<file path="config.mk">
export PLATFORM = sky130hd
export DESIGN_NAME = cache_phy_wb_bridge
export DESIGN_NICKNAME = d
export VERILOG_FILES = /design/src/rtl/cache_phy_wb_bridge.sv
export SDC_FILE = /design/constraint.sdc
export NUM_CORES = 1
export LEC_CHECK = 0
export BUFFER_PORTS_ARGS = -buffer_cell sky130_fd_sc_hd__buf_2
export CAP_MARGIN = 15
export CELL_PAD_IN_SITES_DETAIL_PLACEMENT = 1
export CELL_PAD_IN_SITES_GLOBAL_PLACEMENT = 1
export CORE_MARGIN = 2
export CORE_UTILIZATION = 25
export CTS_BUF_LIST = sky130_fd_sc_hd__clkbuf_4
export CTS_CLUSTER_SIZE = 14
export DETAILED_ROUTE_END_ITERATION = 16
export PLACE_DENSITY_LB_ADDON = 0.1
export RECOVER_POWER = 50
export REMOVE_ABC_BUFFERS = 1
export SLEW_MARGIN = 40
export SYNTH_ARGS = -nofsm -noshare
export SYNTH_HDL_FRONTEND = slang
export SYNTH_SLANG_ARGS = --single-unit
</file>
<file path="constraint.sdc">
create_clock -name clk -period 4 [get_ports clk]
set_clock_uncertainty 0.05 [all_clocks]
set_input_delay 0.2 -clock clk [delete_from_list [all_inputs] [get_ports clk]]
set_output_delay 0.2 -clock clk [all_outputs]
set_load 0.05 [all_outputs]
</file>
<file path="src/rtl/cache_phy_wb_bridge.sv">
// Bridges the cache_ctrl phy command stream onto single-beat Wishbone B4 classic cycles.
// Optional build macro CACHE_PHY_TIMEOUT_EN adds a bus watchdog limited by TIMEOUT_CYC.
module cache_phy_wb_bridge #(
  parameter int FIFO_DEPTH  = 2,
  parameter int TIMEOUT_CYC = 255
) (
  input  logic        clk,
  input  logic        reset_n,
  input  logic        phy_vld_i,
  output logic        phy_rdy_o,
  input  logic [34:0] phy_cmd_i,
  input  logic [31:0] phy_wdat_i,
  output logic        phy_ack_o,
  output logic [31:0] phy_rdat_o,
  output logic        phy_err_o,
  output logic        wb_cyc_o,
  output logic        wb_stb_o,
  output logic        wb_we_o,
  output logic [31:0] wb_adr_o,
  output logic [3:0]  wb_sel_o,
  output logic [31:0] wb_dat_o,
  input  logic [31:0] wb_dat_i,
  input  logic        wb_ack_i,
  input  logic        wb_err_i
);
  // state | meaning
  // IDLE  | no transaction, waiting for a queued command
  // BUS   | cyc/stb asserted, waiting for slave ack/err (or watchdog)
  // RESP  | one-cycle phy_ack with captured read data / error
  typedef enum logic [1:0] {IDLE, BUS, RESP} state_t;

  localparam int AW = $clog2(FIFO_DEPTH);
  localparam int EW = 67;

  state_t        state, state_nxt;
  logic [EW-1:0] fifo_mem [FIFO_DEPTH];
  logic [AW:0]   wr_ptr, rd_ptr, wr_ptr_nxt, rd_ptr_nxt;
  logic [EW-1:0] head;
  logic          push, pop, empty, full_nxt, rdy_q;
  logic          done, err_nxt, err_q, to_hit;
  logic [31:0]   rdat_nxt, rdat_q;

  assign push       = phy_vld_i & rdy_q;
  assign empty      = (wr_ptr == rd_ptr);
  assign wr_ptr_nxt = wr_ptr + (AW+1)'(push);
  assign rd_ptr_nxt = rd_ptr + (AW+1)'(pop);
  assign full_nxt   = (wr_ptr_nxt[AW] != rd_ptr_nxt[AW]) &&
                      (wr_ptr_nxt[AW-1:0] == rd_ptr_nxt[AW-1:0]);
  assign head       = fifo_mem[rd_ptr[AW-1:0]];

  always_ff @(posedge clk) begin
    if (push) fifo_mem[wr_ptr[AW-1:0]] <= {phy_cmd_i, phy_wdat_i};
  end

`ifdef CACHE_PHY_TIMEOUT_EN
  logic [15:0] to_cnt;

  // Cleared by the pop that enters BUS, so the first BUS cycle sees 0.
  always_ff @(posedge clk or negedge reset_n) begin
    if (!reset_n)           to_cnt <= '0;
    else if (pop)           to_cnt <= '0;
    else if (state == BUS)  to_cnt <= to_cnt + 16'd1;
  end

  assign to_hit = (state == BUS) && (to_cnt == 16'(TIMEOUT_CYC - 1));
`else
  logic to_cfg_unused;
  assign to_cfg_unused = |TIMEOUT_CYC;
  assign to_hit        = 1'b0;
`endif

  always_comb begin
    state_nxt = state;
    pop       = 1'b0;
    done      = 1'b0;
    err_nxt   = 1'b0;
    rdat_nxt  = wb_dat_i;
    case (state)
      IDLE: begin
        if (!empty) begin
          pop       = 1'b1;
          state_nxt = BUS;
        end
      end
      BUS: begin
        if (wb_ack_i | wb_err_i) begin
          done      = 1'b1;
          err_nxt   = wb_err_i;
          state_nxt = RESP;
        end else if (to_hit) begin
          done      = 1'b1;
          err_nxt   = 1'b1;
          rdat_nxt  = 32'hDEAD_BEEF;
          state_nxt = RESP;
        end
      end
      RESP: begin
        if (!empty) begin
          pop       = 1'b1;
          state_nxt = BUS;
        end else begin
          state_nxt = IDLE;
        end
      end
      default: state_nxt = IDLE;
    endcase
  end

  always_ff @(posedge clk or negedge reset_n) begin
    if (!reset_n) begin
      state    <= IDLE;
      wr_ptr   <= '0;
      rd_ptr   <= '0;
      rdy_q    <= 1'b0;
      wb_we_o  <= 1'b0;
      wb_adr_o <= '0;
      wb_sel_o <= '0;
      wb_dat_o <= '0;
      rdat_q   <= '0;
      err_q    <= 1'b0;
    end else begin
      state  <= state_nxt;
      wr_ptr <= wr_ptr_nxt;
      rd_ptr <= rd_ptr_nxt;
      rdy_q  <= !full_nxt;
      if (pop) begin
        wb_we_o  <= head[66];
        wb_sel_o <= head[66] ? head[65:62] : 4'hF;
        wb_adr_o <= {head[61:32], 2'b00};
        wb_dat_o <= head[31:0];
      end
      if (done) begin
        rdat_q <= rdat_nxt;
        err_q  <= err_nxt;
      end
    end
  end

  // Decoded from the state register so reset drops cyc/stb without waiting for a clock.
  assign wb_cyc_o   = (state == BUS);
  assign wb_stb_o   = (state == BUS);
  assign phy_rdy_o  = rdy_q;
  assign phy_ack_o  = (state == RESP);
  assign phy_rdat_o = phy_ack_o ? rdat_q : 32'h0;
  assign phy_err_o  = phy_ack_o & err_q;

endmodule

</file>
**Word-level counts from Yosys, hierarchy flattened**

Memory sizes are Yosys's and may differ from the RTL's.
Cells that the tools add are included.

- Register bits after elaboration: 107
- Bits in writable memories: 134
- Input port bits: 104
- Output and inout bits: 106
- Logic and storage cells: 42
- Memories: 1

- $add $sub $neg: 2
- Eq/ne operators: 7
- Muxes and demuxes: 14
- Bitwise operators: 3
- Reductions and logical operators: 5

Memories:

| name | words | width | read ports | clocked after Yosys merged registers in | wr ports | line | source |
|---|---|---|---|---|---|---|---|
| fifo_mem | 2 | 67 | 1 | 0 | 1 | 36 | `logic [EW-1:0] fifo_mem [FIFO_DEPTH];` |

Operator list:

| operator | number |
|---|---|
| 32-bit two-way mux | 1 |
| 1-bit two-way mux | 9 |
| 2-bit one-hot mux with 3 select lines | 1 |
| 2-bit by 1-bit adder with 2-bit output | 2 |
| 2-bit two-way mux | 2 |
| 4-bit two-way mux | 1 |
| 1-bit AND | 2 |
| 2-bit by 1-bit equality test with 1-bit output (second input constant) | 1 |
| 2-bit equality test | 1 |
| 2-bit equality test (second input constant) | 1 |
| 2-bit zero test | 1 |
| 2-bit by 1-bit inequality test with 1-bit output (second input constant) | 1 |
| 2-bit inequality test (second input constant) | 1 |
| 2-bit AND reduction | 1 |
| 2-bit OR reduction | 1 |
| 1-bit equality test | 1 |
| 1-bit logical AND | 1 |
| 1-bit zero test | 1 |
| 1-bit inequality test | 1 |
| 1-bit bitwise OR | 1 |

**Longest topological paths before layout**

- Depth in word-level cells: 7
- Depth in mapped cells: 9
- Gate-level depth less buffers: 6

**Worst setup path before layout**

OpenSTA, ideal clock, no wires.

- Path kind: register to register
- Start: reg rdy_q, in the netlist phy_rdy_o
- End: reg rdy_q, in the netlist phy_rdy_o
- Setup time: 0.123 ns
- Data arrival time: 3.019 ns
- Data required time: 3.827 ns
- Path slack: 0.808 ns
- Stages on the path, launching flop included: 6
- Path buffers: 0
- Period minus slack after synthesis: 3.192 ns
- Cells stage by stage: dfrtp_1 and2_1 ha_1 xor2_1 xor2_1 nand2_1

- Longest elaborated chain between the ends: 5
- Elaborated cells on any way between the ends: 6
- Classes of those cells: add/sub: 1; eq/ne: 2; bitwise: 1; reduce/logical: 2

RTL lines:

| item | line | source |
|---|---|---|
| start, declared | 39 | `logic push, pop, empty, full_nxt, rdy_q;` |
| start signal, assigned | 125 | `rdy_q <= !full_nxt;` |
| 1-bit AND | 43 | `assign push = phy_vld_i & rdy_q;` |
| 2-bit by 1-bit adder with 2-bit output | 45 | `assign wr_ptr_nxt = wr_ptr + (AW+1)'(push);` |
| named net wr_ptr_nxt[1] | 37 | `logic [AW:0] wr_ptr, rd_ptr, wr_ptr_nxt, rd_ptr_nxt;` |
| 1-bit inequality test | 47 | `assign full_nxt = (wr_ptr_nxt[AW] != rd_ptr_nxt[AW]) &&` |
| 1-bit logical AND | 47 |  |
| 1-bit zero test | 125 |  |

The timed path passes the listed nets, and every way through them passes these cells.
A chain may end at the register's enable or synchronous reset.

**Worst setup path after layout**

- Start: reg rdy_q, in the netlist phy_rdy_o
- End: mem fifo_mem[1][25], enable pin

- Longest elaborated chain between the ends: 3

RTL lines:

| item | line | source |
|---|---|---|
| 1-bit AND | 43 |  |
| 1-bit two-way mux | 52 | `if (push) fifo_mem[wr_ptr[AW-1:0]] <= {phy_cmd_i, phy_wdat_i};` |
| 1-bit two-way mux (not written as such) | 52 |  |
| end, declared | 36 |  |

No other way between the ends.

==> results.cfg <==
[run_status]
status = complete, but fails checks
violations = max-capacitance violations, max-slew violations

[sta]
setup_viol = 0
tightest_slew_ns = 1.62
setup_ws_ns = 1.11
hold_viol = 0
clock.fmax_ghz = 0.345
fin_crit_sh_pct = 72.4
slew_viol_final = 27
timing.slew.headroom_pct = -7.80
hold_slack_ns = 0.197
rsz0062_at_grt = no
period_needed_ns = 2.89

[power]
pwr-share-clk_pct = 21.3
power.density_mw_per_mm2 = 879
internal-power_mw = 6.52
p_sw_mw = 4.50
switching_share_pct = 40.8
power.leakage_nw = 4.99
seqPwrFrac_pct = 36.2
ir_drop_mv = 0.386
p_comb_share_pct = 42.5
p_total_mw = 11.0

[routing]
routed_wl_um = 23700
first_pass_iters = 4
drc = 0
drt_iter0_markers = 133
drt.antenna.violating_nets = 0
route.vias.total = 5643
wl_per_cell_um = 17.2
vias_per_cell = 4.08

[setup_path]
cp-end-kind = register
worst-r2r-setup-slack_ns = 1.11
worstSetupStartpointType = register
crit_type = reg2reg
arrival_ns = 3.17
worst_ep_required_time_ns = 4.28
crit_fanout = 26

[synth]
yosysUniqueCellTypes = 23
yosys_warnings = 0
synth_top_area_share_pct = 44.2
syn_area_per_cell_um2 = 18.5
yosysTopAreaCell = edfxtp_1
synthesis.area_mm2 = 0.00911
synthCells = 492
synth.yosys.seq_area_share_pct = 73.6
synth_area_leaders = edfxtp_1 44%, dfrtp_1 29%, mux2_2 19%, and2_1 2.3%, mux2_1 0.87%
ys_seq_elements = 241

[die]
core_mm2 = 0.0357
dieArea_mm2 = 0.0380
dieHeight_um = 195
initial_core_util_pct = 25.5
fp.dieW_um = 195
ios = 210
placementRows = 69

[global_routing]
grt_first_pass_wirelength_um = 37500
grt_max_degree = 50
grt_antenna_before_repair = 2
grt_usage_pct = 13.1
first_global_vias = 6645
grt_overflow_total = 0

[clock_tree]
postCtsSetupBuffers = 0
root_buffer = clkbuf_4
clk_pin_slew_worst_paths_ns = 0.06
cts_tree = done
cts_buffer_depth = 3
ctsHtreeMaxLevel = 3
clock_latency_ns = 0.69
clock-sinks = 241
cts-buffers-inserted = 72

[layout]
drive_above_1_share_pct = 42.9
area_delta_synth_final_pct = 37.7
fillers = 3766
final_area_mm2 = 0.0125
final_nets = 973

[placed_design]
dp_hpwl_um = 14600
port_buffers = 207
pre_cts_ws_ns = 1.36
placed_area_mm2 = 0.0107
gp_congestion = 0.672

[flow_run]
cap_violations = 1

[min_path]
hp-class = in2reg
==> stage by stage <==
step | instances | utilization [%] | setup TNS, ns
after global routing | 1383 | 35.1 | 0
after global placement | 1147 | 30.0 | 0
after detailed placement | 1147 | 30.0 | 0
final | 1383 | 35.1 | 0
after CTS | 1381 | 35.5 | 0
after floorplan | 468 | - | -38.47
==> layout make-up <==
class	count	area [µm²]	area share (%)
Sequential cell	241	6710	53.4
Multi-Input combinational cell	224	2270	18.1
Tap cell	461	577	4.60
Timing Repair Buffer	324	2070	16.5
Clock buffer	106	796	6.34
Antenna cell	2	5.00	0.0399
Clock inverter	22	114	0.908
Inverter	3	11.3	0.0898
==> worst paths after layout <==
check | start | end | depth (start not counted)
min in group asynchronous | reset_n | rdat_q[27]$_DFFE_PN0P_ | 3
worst min register to register | wb_adr_o[25]$_DFFE_PN0P_ | wb_adr_o[25]$_DFFE_PN0P_ | 1
worst max register to register | phy_rdy_o$_DFF_PN0_ | fifo_mem[1][25]$_DFFE_PP_ | 3
worst min-delay path | phy_cmd_i[10] | fifo_mem[1][42]$_DFFE_PP_ | 2
worst max-delay path | phy_rdy_o$_DFF_PN0_ | fifo_mem[1][25]$_DFFE_PP_ | 3
max in group asynchronous | reset_n | rd_ptr[0]$_DFF_PN0_ | 4
==> power by group through the flow <==
| stage | Combinational, mW | Clock, mW | Sequential, mW |
|---|---|---|---|
| after floorplan | 2.28 | 0 | 5.20 |
| after global placement | 4.67 | 0 | 4.01 |
| after detailed placement | 4.78 | 0 | 4.05 |
| after CTS | 4.88 | 2.49 | 4.01 |
| after global routing | 5.01 | 2.63 | 4.13 |
| final | 4.69 | 2.34 | 3.99 |
==> layer usage <==
| layer | routed length (µm) | track usage (%) |
|---|---|---|
| met1 | 9590 | 14.2 |
| met3 | 1680 | 4.93 |
| met5 | 0 | 0 |
| met4 | 637 | 6.47 |
| met2 | 11800 | 22.3 |
==> placed cells by master, fill, tap and decap left out, types with 2 or more instances in the layout <==
cell | Yosys | final
conb_1 | 1 | 2
dlygate4sd3_1 | 0 | 105
a211o_1 | 4 | 4
mux2i_1 | 2 | 2
buf_2 | 4 | 115
nor2b_1 | 6 | 6
clkinv_2 | 0 | 4
clkbuf_2 | 0 | 2
mux2_1 | 7 | 7
clkinv_1 | 0 | 16
clkbuf_1 | 9 | 92
clkbuf_4 | 0 | 106
mux2_2 | 153 | 153
inv_1 | 3 | 3
edfxtp_1 | 134 | 134
ha_1 | 3 | 2
dfrtp_1 | 107 | 106
xnor2_1 | 2 | 2
and2_1 | 34 | 33
nand2_1 | 2 | 2
diode_2 | 0 | 2
xor2_1 | 4 | 4
buf_4 | 10 | 9
==> cells in the mapped netlist <==
master	instances
clkbuf_1	9
a211o_1	4
mux2i_1	2
xnor2_1	2
nand2_1	2
mux2_2	153
xor2_1	4
edfxtp_1	134
a22o_1	1
buf_4	10
ha_1	3
nor2b_1	6
conb_1	1
nor2_1	1
and2_1	34
buf_2	4
a21o_1	1
inv_1	3
mux2_1	7
and2b_1	1
dfrtp_1	107
a21oi_2	1
buf_6	2
==> flip-flops by register name, summed over array words and instances, names as in the netlist <==
name,flops
wb_we_o,1
wr_ptr,2
fifo_mem,134
wb_adr_o,30
wb_dat_o,32
phy_rdy_o,1
rdat_q,32
rd_ptr,2
wb_sel_o,4
err_q,1
state,2
==> what timing repair did <==
item / 4_1_cts / 5_1_grt
resized for setup: 0 / 0
hold endpoints to repair: 249 / 0
hold buffers: 106 / 0
==> kinds of logic after synthesis <==
group                      Yosys count  share of synthesized area, %
and+or+nand+nor                     44                          2.95
buffers and inverters               28                          1.79
DFF                                241                          73.6
other                                1                        0.0412
AOI/OAI and AO/OA                    7                         0.659
xor gates and xnor gates             6                         0.577
adders and majority gates            3                         0.412
muxes                              162                          20.0
==> worst max-delay path, cell delays in order (launching register included) <==
cell and delay [ns]:
dfrtp_1 0.40, and2_0 0.25, ha_1 1.29, buf_4 0.53
No activity file was read; power rests on OpenSTA's default activity.
